## config.mk

```make
export PLATFORM = sky130hd
export DESIGN_NAME = ps2_host_tx
export DESIGN_NICKNAME = d
export VERILOG_FILES = /design/src/rtl/ps2_host_tx_pkg.sv /design/src/rtl/ps2_sync_edge.sv /design/src/rtl/ps2_host_tx.sv
export SDC_FILE = /design/constraint.sdc
export NUM_CORES = 1
export LEC_CHECK = 0
export ABC_AREA = 1
export BUFFER_PORTS_ARGS = -buffer_cell sky130_fd_sc_hd__buf_2
export CAP_MARGIN = 20
export CORE_UTILIZATION = 60
export CTS_CLUSTER_SIZE = 12
export DETAILED_ROUTE_END_ITERATION = 10
export GPL_ROUTABILITY_DRIVEN = 0
export GPL_TIMING_DRIVEN = 1
export PLACE_DENSITY = 0.82
export SLEW_MARGIN = 30
export SYNTH_ARGS = -nofsm -noshare
export SYNTH_HDL_FRONTEND = slang
export SYNTH_HIERARCHICAL = 1
export SYNTH_SLANG_ARGS = --single-unit
export TNS_END_PERCENT = 5
```

## constraint.sdc

```tcl
create_clock -name clk -period 2.4 [get_ports clk]
set_input_delay 0.48 -clock clk [delete_from_list [all_inputs] [get_ports clk]]
set_output_delay 0.48 -clock clk [all_outputs]
set_load 0.005 [all_outputs]
```

## src/rtl/ps2_host_tx_pkg.sv

```systemverilog
// Shared PS/2 host definitions: command codes, transmitter FSM encoding
// and the odd-parity rule used on the wire.
package ps2_host_tx_pkg;

    localparam logic [7:0] CMD_SET_LEDS = 8'hED;
    localparam logic [7:0] CMD_ENABLE   = 8'hF4;
    localparam logic [7:0] CMD_RESET    = 8'hFF;
    localparam logic [7:0] RSP_ACK      = 8'hFA;

    // Falls counted in a frame: 8 data, parity, stop, ack.
    localparam logic [3:0] BIT_CNT_MAX  = 4'd11;

    // DONE and ERR are the one-cycle pulse states before returning to IDLE.
    typedef enum logic [2:0] {
        ST_IDLE,
        ST_INHIBIT,
        ST_REQ,
        ST_SHIFT,
        ST_RELEASE,
        ST_DONE,
        ST_ERR
    } tx_state_e;

    function automatic logic odd_parity(input logic [7:0] i_data);
        return ~^i_data;
    endfunction

endpackage

```

## src/rtl/ps2_sync_edge.sv

```systemverilog
// Two-flop synchronizer for an asynchronous PS/2 pin plus a falling-edge
// strobe; shared by the host-transmit and keyboard-receive paths.
module ps2_sync_edge (
    input  logic clk,
    input  logic rst_n,
    input  logic i_pin,
    output logic o_level,
    output logic o_fall
);

    logic r_meta;
    logic r_sync;
    logic r_prev;

    // Idle PS/2 lines float high, so reset to 1 to avoid a false fall.
    always_ff @(posedge clk) begin
        if (!rst_n) begin
            r_meta <= 1'b1;
            r_sync <= 1'b1;
            r_prev <= 1'b1;
        end else begin
            r_meta <= i_pin;
            r_sync <= r_meta;
            r_prev <= r_sync;
        end
    end

    assign o_level = r_sync;
    assign o_fall  = r_prev & ~r_sync;

endmodule

```

## src/rtl/ps2_host_tx.sv

```systemverilog
// PS/2 host-to-device transmitter: inhibit, request-to-send, shift out
// start/data/parity/stop on device clock falls, then check the device ack.
module ps2_host_tx
    import ps2_host_tx_pkg::*;
#(
    parameter int INHIBIT_CYCLES = 5000,
    parameter int TIMEOUT_CYCLES = 1000000
) (
    input  logic       clk,
    input  logic       rst_n,
    input  logic [7:0] tx_data,
    input  logic       tx_valid,
    output logic       tx_ready,
    input  logic       SCL,
    input  logic       SDA,
    output logic       scl_low,
    output logic       sda_low,
    output logic       busy,
    output logic       done,
    output logic       error
);

    localparam int INH_W = $clog2(INHIBIT_CYCLES);
    localparam int TMO_W = $clog2(TIMEOUT_CYCLES);
    localparam logic [INH_W-1:0] INH_LAST = INH_W'(INHIBIT_CYCLES - 1);
    localparam logic [INH_W-1:0] INH_SDA  = INH_W'(INHIBIT_CYCLES - 2);
    localparam logic [TMO_W-1:0] TMO_LAST = TMO_W'(TIMEOUT_CYCLES - 1);

    tx_state_e        r_state;
    logic [7:0]       r_data;
    logic             r_parity;
    logic [INH_W-1:0] r_inh_cnt;
    logic [TMO_W-1:0] r_tmo_cnt;
    logic [3:0]       r_bit_cnt;
    logic             r_sda_low;

    tx_state_e        w_state_nxt;
    logic [7:0]       w_data_nxt;
    logic             w_parity_nxt;
    logic [INH_W-1:0] w_inh_nxt;
    logic [TMO_W-1:0] w_tmo_nxt;
    logic [3:0]       w_bit_nxt;
    logic             w_sda_nxt;

    logic             w_scl_level;
    logic             w_scl_fall;
    logic             w_sda_level;
    logic             w_sda_fall_unused;

    ps2_sync_edge u_scl_sync (
        .clk     (clk),
        .rst_n   (rst_n),
        .i_pin   (SCL),
        .o_level (w_scl_level),
        .o_fall  (w_scl_fall)
    );

    ps2_sync_edge u_sda_sync (
        .clk     (clk),
        .rst_n   (rst_n),
        .i_pin   (SDA),
        .o_level (w_sda_level),
        .o_fall  (w_sda_fall_unused)
    );

    // NOTE: every register is reset, including the data latch, so a mid-frame
    // reset can never leave a stale byte or counter behind.
    always_ff @(posedge clk) begin
        if (!rst_n) begin
            r_state   <= ST_IDLE;
            r_data    <= '0;
            r_parity  <= 1'b0;
            r_inh_cnt <= '0;
            r_tmo_cnt <= '0;
            r_bit_cnt <= '0;
            r_sda_low <= 1'b0;
        end else begin
            r_state   <= w_state_nxt;
            r_data    <= w_data_nxt;
            r_parity  <= w_parity_nxt;
            r_inh_cnt <= w_inh_nxt;
            r_tmo_cnt <= w_tmo_nxt;
            r_bit_cnt <= w_bit_nxt;
            r_sda_low <= w_sda_nxt;
        end
    end

    // NOTE: hold-current defaults come first so no path through the case
    // leaves a signal unassigned and infers a latch.
    always_comb begin
        w_state_nxt  = r_state;
        w_data_nxt   = r_data;
        w_parity_nxt = r_parity;
        w_inh_nxt    = r_inh_cnt;
        w_tmo_nxt    = r_tmo_cnt;
        w_bit_nxt    = r_bit_cnt;
        w_sda_nxt    = r_sda_low;

        case (r_state)
            ST_IDLE: begin
                w_sda_nxt = 1'b0;
                if (tx_valid && tx_ready) begin
                    w_state_nxt  = ST_INHIBIT;
                    w_data_nxt   = tx_data;
                    w_parity_nxt = odd_parity(tx_data);
                    w_inh_nxt    = '0;
                    w_tmo_nxt    = '0;
                    w_bit_nxt    = '0;
                end
            end
            ST_INHIBIT: begin
                w_inh_nxt = r_inh_cnt + 1'b1;
                if (r_inh_cnt == INH_SDA) w_sda_nxt = 1'b1;
                if (r_inh_cnt == INH_LAST) begin
                    w_state_nxt = ST_REQ;
                    w_tmo_nxt   = '0;
                    w_sda_nxt   = 1'b1;
                end
            end
            ST_REQ: begin
                w_tmo_nxt = r_tmo_cnt + 1'b1;
                if (w_scl_fall) begin
                    w_state_nxt = ST_SHIFT;
                    w_bit_nxt   = 4'd1;
                    w_sda_nxt   = ~r_data[0];
                end
            end
            ST_SHIFT: begin
                w_tmo_nxt = r_tmo_cnt + 1'b1;
                if (w_scl_fall) begin
                    w_bit_nxt = (r_bit_cnt == BIT_CNT_MAX) ? r_bit_cnt : r_bit_cnt + 4'd1;
                    // r_bit_cnt is the number of falls already seen before this one.
                    if (r_bit_cnt <= 4'd7) begin
                        w_sda_nxt = ~r_data[r_bit_cnt[2:0]];
                    end else if (r_bit_cnt == 4'd8) begin
                        w_sda_nxt = ~r_parity;
                    end else begin
                        w_sda_nxt = 1'b0;
                        if (r_bit_cnt >= 4'd10) begin
                            w_state_nxt = w_sda_level ? ST_ERR : ST_RELEASE;
                        end
                    end
                end
            end
            ST_RELEASE: begin
                w_tmo_nxt = r_tmo_cnt + 1'b1;
                w_sda_nxt = 1'b0;
                if (w_scl_level && w_sda_level) w_state_nxt = ST_DONE;
            end
            ST_DONE: begin
                w_sda_nxt   = 1'b0;
                w_state_nxt = ST_IDLE;
            end
            ST_ERR: begin
                w_sda_nxt   = 1'b0;
                w_state_nxt = ST_IDLE;
            end
            default: begin
                w_sda_nxt   = 1'b0;
                w_state_nxt = ST_IDLE;
            end
        endcase

        // A silent or stuck device must not hang the host.
        if ((r_state == ST_REQ || r_state == ST_SHIFT || r_state == ST_RELEASE) &&
            (r_tmo_cnt == TMO_LAST)) begin
            w_state_nxt = ST_ERR;
            w_sda_nxt   = 1'b0;
        end
    end

    assign tx_ready = (r_state == ST_IDLE);
    assign busy     = (r_state != ST_IDLE);
    assign scl_low  = (r_state == ST_INHIBIT);
    assign sda_low  = r_sda_low;
    assign done     = (r_state == ST_DONE);
    assign error    = (r_state == ST_ERR);

endmodule

```

==> After elaboration in Yosys (flattened, before gate mapping) <==
Cells that the tools add are included.
{ "classes": {"add_sub_neg": 3, "order_cmp": 3, "n_eq_ne": 29, "mux": 30, "bitwise": 6, "reduce_logical": 20} }
{ "ops": {"columns": ["operator", "n"], "rows": [
  ["one-hot mux 20 bit (3 select lines)", 1],
  ["two-way mux 20 bit", 2],
  ["two-way mux 3 bit", 9],
  ["== test 13 bit, second input constant", 2],
  ["one-hot mux 13 bit (2 select lines)", 1],
  ["adder 20 x 1 -> 20 bit, second input constant", 1],
  ["== test 20 bit, second input constant", 1],
  ["two-way mux 4 bit", 4],
  ["AND reduction 8 bit", 2],
  ["inequality test 3 x 1 -> 1 bit, second input constant", 5],
  ["one-hot mux 3 bit (5 select lines)", 1],
  ["adder 13 x 1 -> 13 bit, second input constant", 1],
  ["two-way mux 13 bit", 1],
  ["inequality test 3 x 2 -> 1 bit, second input constant", 4],
  ["one-hot mux 4 bit (3 select lines)", 1],
  ["inequality test 2 bit, second input constant", 5],
  ["== test 3 bit, second input constant", 3],
  ["nonzero test 3 bit", 3],
  ["== test 4 bit, second input constant", 2],
  ["inequality test 2 x 1 -> 1 bit, second input constant", 4],
  ["XNOR reduction 8 bit", 1],
  ["two-way mux 1 bit", 7],
  ["== test 3 x 2 -> 1 bit, second input constant", 2],
  ["AND reduction 3 bit", 2],
  ["18 further kinds", 26]
]} }
{ "word_totals": {"regBits": 55, "input_bits": 13} }

==> Logic depth before layout (Yosys ltp) <==
Gate-level depths: netlist of the first run.
{ "logic_depth": {"ltp_word": 7, "depth_mapped": 12, "depth_no_buf": 11} }

==> By module <==
Netlist of the first run, hierarchy kept.
{ "by_module_without_submodules": {"columns": ["module", "instances", "cells_per_inst", "area_per_inst_um2", "seq_area_each_um2"], "rows": [
  ["ps2_host_tx", 1, 471, 3056.7, 1001.0],
  ["ps2_sync_edge", 2, 11, 90.1, 60.1]
]} }

==> Worst setup path after synthesis of the first run <==
Ideal clock, no wire load.
{ "synth_path": {"kind": "reg2reg", "start": "reg r_tmo_cnt[0]", "end": "reg r_tmo_cnt[16]", "setup_ns": 0.070, "arrival_time_ns": 1.380, "required_time_ns": 2.330, "slack_ns": 0.950, "stages_incl_launch_ff": 8, "period_less_slack_ns": 1.450, "path_cell_list": "dfxtp_1 ha_1 nand3_1 nor3_1 inv_1 o21bai_1 nand3_1 a21oi_1"} }
{ "synth_via": {"elab_chain_len": 2} }
{ "synth_lines": {"columns": ["element", "line", "rtl"], "rows": [
  ["start: declaration", "ps2_host_tx.sv:33", "logic [TMO_W-1:0] r_tmo_cnt;"],
  ["start signal: assignment", "ps2_host_tx.sv:82", "r_tmo_cnt <= w_tmo_nxt;"],
  ["adder 20 x 1 -> 20 bit", "ps2_host_tx.sv:121, ps2_host_tx.sv:129, ps2_host_tx.sv:146", null],
  ["one-hot mux 20 bit (3 select lines)", "ps2_host_tx.sv:99", "case (r_state)"]
]} }
Every way passes these cells.
A chain may end at the register's enable or synchronous reset.

==> Final worst setup path of the first run <==
{ "layout_path": {"start": "reg r_state[0]", "end": "out scl_low"} }
{ "layout_via": {"elab_chain_len": 1} }
{ "layout_lines": {"columns": ["element", "line", "rtl"], "rows": [
  ["start: declaration", "ps2_host_tx.sv:29", "tx_state_e r_state;"],
  ["start signal: assignment", "ps2_host_tx.sv:78", "r_state <= w_state_nxt;"],
  ["== test 3 x 1 -> 1 bit", "ps2_host_tx.sv:174", "assign scl_low = (r_state == ST_INHIBIT);"],
  ["end: declaration", "ps2_host_tx.sv:16", "output logic scl_low,"]
]} }
Every way passes these cells.

==> results of run 1 <==
[flip-flops by register name, indices dropped and copies added, names as in the netlist, 3 cells and up]
name / count
r_inh_cnt: 13
r_data: 8
r_tmo_cnt: 20
r_bit_cnt: 4
r_state: 3
[power breakdown]
| part | total (mW) | internal, mW | switching, mW |
|---|---|---|---|
| sequential | 1.09 | 1.00 | 0.0867 |
| clock | 0.544 | 0.237 | 0.307 |
| combinational | 0.955 | 0.296 | 0.659 |
[per-layer routing]
metal | part of all wire [%] | vias to the layer above | wire length [um]
li1 | - | 1627 | -
met1 | 50 | 1415 | 3520
met2 | 44 | 72 | 3060
met3 | 5.0 | 14 | 349
met4 | 1.3 | 0 | 91
met5 | 0 | - | 0
[through the flow]
step	hold slack [ns]	worst slack [ns]	util [%]
global placement	0.382	0.696	65.0
global route	0.322	0.387	66.9
CTS	0.320	0.476	66.9
floorplan	0.380	0.950	-
finish	0.327	0.462	66.9
detailed placement	0.390	0.640	65.0
[critical path, cell delays in order (launching register included)]
cell	delay (ns)
dfxtp_1	0.45
nand2_2	0.13
nor2_4	0.36
buf_2	0.19
[area by class of cell]
class	instances	share of cell area, %
multi-input cells	357	52.0
flip-flops and latches	55	32.2
inverters	64	7.11
repair buffers	21	3.30
well taps	70	2.57
clock buffers	7	2.53
clock inverters	1	0.257
[final timing paths]
path / end / slack [ns] / cells past startpoint
hold / removal: u_sda_sync/r_meta / 0.33 / 3
setup reg to reg: r_tmo_cnt[16] / 0.61 / 7
setup / recovery: scl_low / 0.46 / 3
hold reg to reg: u_scl_sync/o_level / 0.40 / 2
==> flow_summary.yaml, run 1 <==
power:
  vdd_drop_max_v: 0.000438
  leakagePower_nw: 1.33
  powerDensity_mw_per_mm2: 759
  power.total_mw: 2.59
layout:
  seqCellArea_sq_mm: 0.00110
  antenna_cells: 0
  final_common_cell: "nand2_1"
  drive_above_1_share_pct: 10.9
  fin_cells: 575
  mostFrequentLayoutCells: "nand2_1 (123), inv_1 (58), dfxtp_1 (55), nor2_1 (49), nand3_1 (49)"
  final_area_sq_mm: 0.00341
  fin_nets: 522
  syn2layout_area_growth_pct: 6.64
  multi_input_area_sq_mm: 0.00178
  nFillCells: 466
grt:
  gr-usage-met3_pct: 6.02
  overflow: 0
  grt_max_degree: 23
  grt_use_total_pct: 26.3
  grt_pass1_wl_um: 11500
  grt_antenna_before_repair: 0
  grtUsageMet2_pct: 40.4
  gr-max-usage-layer: "met2"
  met1_usage_pct: 36.9
  grt_pass1_vias: 2646
sta:
  skew_ns: 0.0104
  maxSlewViolCount: 0
  fin_setup_tns_ns: 0
  rsz0062_at_grt: "false"
  hold_viol: 0
  finalSetupViolations: 0
  relSlewSlack_pct: 71.1
  fin_crit_sh_pct: 80.8
  tightestPinTransition_ns: 0.430
  max_freq_mhz: 516
  period_minus_slack_ns: 1.94
clock_network:
  htree_levels: 2
  cts-root-buf: "clkbuf_8"
  cts_setup_buffers: 0
  path_clk_slew_ns: 0.10
  cts_sinks: 55
  clock_latency_ns: 0.32
  cts_tree: "built"
  postCtsHoldBufs: 0
  clk_path_buf_depth: 2
  cts_resized: 0
  cts_made_buffers: 5
placement:
  hpwl_um: 5150
  placed_cells: 567
  io_buffers: 18
  dpl-instance-area_sq_mm: 0.00332
routing:
  ant_nets: 0
  drt_iter0_markers: 250
  drc: 0
  vias: 3128
  wl_per_cell_um: 12.2
  routed_wl_um: 7020
  viasPerCell: 5.44
  drt_pass1_iterations: 6
floorplanning:
  start_util_pct: 62.7
  core.rowCount: 26
  die_height_um: 75.1
  io_pins: 19
  die_width_um: 75.1
  dieArea_sq_mm: 0.00563
  fp.coreArea_sq_mm: 0.00511
outcome:
  status: "completed"
critical_path:
  crit_type: "flip-flop to output port"
  crit_fanout: 18
  arrival_ns: 1.46
  crit_start: "r_state[0]"
  r2r_start: "r_tmo_cnt[0]"
  critPathLaunchType: "flip-flop"
  end_kind: "output port"
  required_ns: 1.92
yosys:
  yosys_warnings: 6
  synth_nets: 506
  synthesis.area_sq_mm: 0.00320
  syn_inst: 488
  syn_area_per_cell_sq_um: 6.56
worst_hold_path:
  worstHoldStart: "SDA"
  hp-class: "input port to flip-flop"
job:
  maxCapViolCount: 0
Note: power is estimated with default switching activity, not from simulation.
==> inputs of run 2 (changes only) <==
Clock period 2.4 ns to 1.8 ns, I/O delays scaled along.
==> run 2 against run 1 <==
- combinational power is 43% higher
- first-iteration DRC count is 3.6% higher
- clock skew down 0.0035 ns
- critical path depth increased by 1
- utilization grew 1.2 points
- clock power increased by 20%
- die area stayed put
- count of clock-buffer cells in the layout unchanged
- global-route usage about the same
- largest power group unchanged
==> flow_summary.yaml, run 2 (synthesis results as in run 1) <==
critical_path:
  path_cells: "buf_4 -> nor2_4 -> buf_6 -> buf_2"
  crit_start: "r_state[2]"
  r2r_start: "r_inh_cnt[1]"
  required_ns: 1.44
  path_depth: 4
  worst-r2r-cell-count: 8
  crit_path_end: "scl_low"
  r2r-end: "r_tmo_cnt[19]"
  arrival_ns: 1.36
  crit_fanout: 16
  cp_num_buf_inv: 3
  crit_type: "flip-flop to output port"
  cp_slowest_cell: "dfxtp_1"
  r2r_slack_ns: 0.20
  cpPeakStageDelay_ns: 0.38
  end_kind: "output port"
  crit_family: "buffers and inverters"
  critPathLaunchType: "flip-flop"
floorplanning:
  die_width_um: 75.1
  fp.coreArea_sq_mm: 0.00511
  dieArea_sq_mm: 0.00563
  start_util_pct: 62.7
  io_pins: 19
  core.rowCount: 26
  die_height_um: 75.1
placement:
  placed_cells: 575
  place_ws_ns: 0.0470
  hpwl_um: 5310
  io_buffers: 18
grt:
  grt_antenna_before_repair: 0
  grt_pass1_wl_um: 11600
  overflow: 0
  grt_use_total_pct: 26.3
  grt_pass1_vias: 2628
  grt_max_degree: 21
job:
  maxCapViolCount: 0
sta:
  relSlewSlack_pct: 76.0
  fin_setup_tns_ns: 0
  maxSlewViolCount: 0
  tightestPinTransition_ns: 0.357
  period_minus_slack_ns: 1.72
  hold_viol: 0
  rsz0062_at_grt: "false"
  finalSetupViolations: 0
  max_freq_mhz: 583
  fin_crit_sh_pct: 95.3
  skew_ns: 0.00687
  setup_ws_ns: 0.0848
layout:
  top_register: "r_tmo_cnt"
  antenna_cells: 0
  drive_above_1_share_pct: 12.3
  reg_top3: "r_tmo_cnt x20, r_inh_cnt x13, r_data x8"
  fin_nets: 530
  fin_cells: 583
  largest_reg_flops: 20
  final_common_cell: "nand2_1"
  nFillCells: 466
  syn2layout_area_growth_pct: 8.64
  mostFrequentLayoutCells: "nand2_1 (123), inv_1 (58), dfxtp_1 (54), nor2_1 (49), nand3_1 (49)"
clock_network:
  clock_latency_ns: 0.31
  clk_path_buf_depth: 2
  path_clk_slew_ns: 0.09
  cts_sinks: 55
  cts_made_buffers: 5
  cts_tree: "built"
  htree_levels: 2
  cts-root-buf: "clkbuf_8"
power:
  powerDensity_mw_per_mm2: 994
  leakagePower_nw: 1.38
  vdd_drop_max_v: 0.000644
outcome:
  status: "completed"
routing:
  drt_pass1_iterations: 6
  wl_per_cell_um: 12.3
  vias: 3156
  viasPerCell: 5.41
  drt_iter0_markers: 259
  ant_nets: 0
  routed_wl_um: 7140
  drc: 0
worst_hold_path:
  hp-class: "input port to flip-flop"
## run 2: cell count changes in the layout (fill, tap and decap cells not counted)
| cell | change |
|---|---|
| dfxtp_2 | +1 |
| clkbuf_1 | +1 |
| a21oi_4 | +1 |
| nand2_4 | +1 |
| clkinv_2 | +1 |
| clkinv_4 | -1 |
| a21oi_2 | -1 |
| clkbuf_8 | -1 |
| buf_4 | +7 |
| buf_6 | +1 |
| nand2_2 | -1 |
| dfxtp_1 | -1 |
## run 2: cell type report
cell class | instances | area [sq um] | share of cell area (%)
inverter | 64 | 243 | 6.98
tap | 70 | 87.6 | 2.52
multi-input combinational | 357 | 1790 | 51.4
timing repair buffer | 29 | 176 | 5.07
sequential | 55 | 1100 | 31.7
clock buffer | 7 | 76.3 | 2.19
clock inverter | 1 | 5.00 | 0.144
## run 2: power by group
group / switching [mW] / total [mW] / internal [mW]
Sequential: 0.0893 / 1.43 / 1.34
Clock: 0.380 / 0.654 / 0.274
Combinational: 0.924 / 1.37 / 0.447
## run 2: worst min path at each step
stage	from	end	slack (ns)	depth (start not counted)
3_5_place_dp	u_scl_sync/r_meta	u_scl_sync/o_level	0.40	2
3_3_place_gp	u_sda_sync/r_meta	u_sda_sync/o_level	0.38	2
4_1_cts	SCL	u_scl_sync/r_meta	0.21	3
2_1_floorplan	u_scl_sync/r_meta	u_scl_sync/o_level	0.38	2
6_report	SDA	u_sda_sync/r_meta	0.22	3
5_1_grt	SCL	u_scl_sync/r_meta	0.21	3
## run 2: metal layers
metal,vias to the layer above,global-route usage [%],part of all wire (%)
met4,0,6.29,0.71
met5,-,0,0
met2,95,40.9,44
met3,5,3.88,5.4
met1,1425,38.3,50
li1,1631,-,-
## run 2: what timing repair did
item | CTS | global route
hold buffers | 0 | 0
resized for setup | 0 | 4
endpoints found under the setup margin | 0 | 21
buffers inserted | 0 | 0
## run 2: worst register-to-register path: cells and delay by family, from the launching register on
kind                     cells  cell delay, ns
adder cells (fa/ha/maj)      1            0.21
AND/OR/NAND/NOR              5            0.61
AO/OA/AOI/OAI                2            0.27
flip-flops                   1            0.39
## run 2: stage by stage
stage / hold slack (ns) / power [mW] / cell area, sq um / util (%)
3_3_place_gp: 0.384 / 2.75 / 3380 / 66.2
4_1_cts: 0.215 / 3.43 / 3460 / 67.8
2_1_floorplan: 0.380 / 2.52 / 3200 / -
5_1_grt: 0.206 / 3.70 / 3480 / 68.1
6_report: 0.223 / 3.46 / 3480 / 68.1
3_5_place_dp: 0.396 / 2.78 / 3380 / 66.2
==> inputs of run 3 (changes only) <==
Settings changed: CORE_MARGIN set to 5.
==> run 3 against run 2 <==
- cell area hardly changed
- non-clock buffer count decreased by 1
- utilization down 0.48 points
- die area rose by 22%
- hold slack got worse by 0.0071 ns
- sequential cell count unchanged
- clock power up 12%
- sequential share of layout area about the same
- power grew 2.4%
- critical endpoint is now r_tmo_cnt[7]
- highest routed layer unchanged
==> flow_summary.yaml, run 3 (synthesis results as in run 1) <==
power:
  pwr-share-seq_pct: 40.5
  vdd_drop_max_v: 0.000663
  comb_power_share_pct: 38.8
  internal_power_mw: 2.10
  power.total_mw: 3.54
  leakagePower_nw: 1.37
  p_sw_share_pct: 40.6
  powerDensity_mw_per_mm2: 1020
  clockPowerShare_pct: 20.8
  switchingPower_mw: 1.44
routing:
  viasPerCell: 5.45
  drt_iter0_markers: 258
  ant_nets: 0
  routed_wl_um: 7250
  drt_pass1_iterations: 5
  vias: 3173
  wl_per_cell_um: 12.5
  drc: 0
critical_path:
  required_ns: 2.01
  crit_fanout: 20
  arrival_ns: 1.86
  critPathLaunchType: "flip-flop"
  end_kind: "flip-flop"
  crit_type: "flip-flop to flip-flop"
job:
  maxCapViolCount: 0
grt:
  grt_max_degree: 23
  grt_pass1_wl_um: 12800
  met1_usage_pct: 29.4
  gr-usage-met3_pct: 3.37
  grt_antenna_before_repair: 0
  grtUsageMet2_pct: 35.2
  gr-max-usage-layer: "met2"
  grt_use_total_pct: 21.5
  grt_pass1_vias: 2900
  overflow: 0
layout:
  antenna_cells: 0
  mostFrequentLayoutCells: "nand2_1 (123), inv_1 (58), dfxtp_1 (55), nor2_1 (49), nand3_1 (49)"
  reg_top3: "r_tmo_cnt x20, r_inh_cnt x13, r_data x8"
  fin_nets: 529
  drive_above_1_share_pct: 12.3
  final_area_sq_mm: 0.00348
  syn2layout_area_growth_pct: 8.56
  largest_reg_flops: 20
  top_register: "r_tmo_cnt"
  nFillCells: 489
  final_common_cell: "nand2_1"
floorplanning:
  dieArea_sq_mm: 0.00690
  die_width_um: 83.1
  io_pins: 19
  start_util_pct: 62.3
  fp.coreArea_sq_mm: 0.00514
  core.rowCount: 26
  die_height_um: 83.1
clock_network:
  clk_path_buf_depth: 2
  cts-root-buf: "clkbuf_8"
  cts_tree: "built"
  cts_made_buffers: 5
  htree_levels: 2
  clock_latency_ns: 0.32
  path_clk_slew_ns: 0.10
  postCtsHoldBufs: 0
  cts_sinks: 55
sta:
  maxSlewViolCount: 0
  hold_viol: 0
  finalSetupViolations: 0
  skew_ns: 0.00592
  rsz0062_at_grt: "false"
  period_minus_slack_ns: 1.65
  max_freq_mhz: 605
  relSlewSlack_pct: 78.1
  tightestPinTransition_ns: 0.326
  fin_crit_sh_pct: 91.8
  fin_setup_tns_ns: 0
worst_hold_path:
  hp-class: "input port to flip-flop"
placement:
  hpwl_um: 5410
  dpl-instance-area_sq_mm: 0.00336
  io_buffers: 18
outcome:
  status: "completed"
## run 3: changes by cell type in the layout (fill, tap and decap cells not counted), sizes merged
cell      previous run  this run
buf                 29        28
clkbuf               7         6
clkinvlp             0         1
## run 3: per-stage QoR
stage | setup WS [ns] | utilization, % | std cells | hold WS [ns]
3_5_place_dp | 0.0931 | 65.5 | 573 | 0.407
3_3_place_gp | 0.155 | 65.5 | 573 | 0.394
5_1_grt | 0.00485 | 67.6 | 582 | 0.215
4_1_cts | 0.0576 | 67.5 | 582 | 0.216
6_report | 0.147 | 67.6 | 582 | 0.215
2_1_floorplan | 0.350 | - | 488 | 0.380
## run 3: layer usage
layer / vias up / routed length (um) / share of wire [%]
met5: - / 0 / 0
met2: 91 / 3360 / 46
li1: 1641 / - / -
met4: 0 / 80 / 1.1
met3: 8 / 418 / 5.8
met1: 1433 / 3390 / 47
## run 3: area by class of cell
class	count	area [sq um]	area share [%]
repair buffers	28	165	4.75
clock inverters	2	16.3	0.468
clock buffers	6	82.6	2.38
inverters	64	243	6.98
multi-input cells	357	1780	51.2
well taps	70	87.6	2.52
flip-flops and latches	55	1100	31.7
## run 3: power groups by stage
stage / Combinational, mW / Clock (mW) / Sequential [mW]
floorplan: 1.08 / 0 / 1.44
global placement: 1.30 / 0 / 1.45
detailed placement: 1.34 / 0 / 1.46
CTS: 1.37 / 0.755 / 1.43
global route: 1.55 / 0.798 / 1.45
finish: 1.37 / 0.735 / 1.43
## run 3: timing repair
action | in CTS | in global routing
resized for setup | 0 | 1
buffers inserted | 1 | 0
setup endpoints to repair | 1 | 20
pin swaps | 1 | 0
## run 3: worst paths after layout
path / slack [ns] / depth (start not counted) / endpoint / from
max: 0.15 / 8 / r_tmo_cnt[7] / r_inh_cnt[0]
min: 0.22 / 3 / u_scl_sync/r_meta / SCL
max reg2reg: 0.15 / 8 / r_tmo_cnt[7] / r_inh_cnt[0]
min reg2reg: 0.42 / 2 / u_sda_sync/o_level / u_sda_sync/r_meta
## run 3: critical path: stages (launching register included)
cell and delay [ns]:
dfxtp_1 0.41, ha_1 0.21, nand3_1 0.08, nor2_1 0.11
nand2_1 0.10, a21oi_2 0.26, nand2_4 0.20, nand2_1 0.11
a21oi_1 0.07
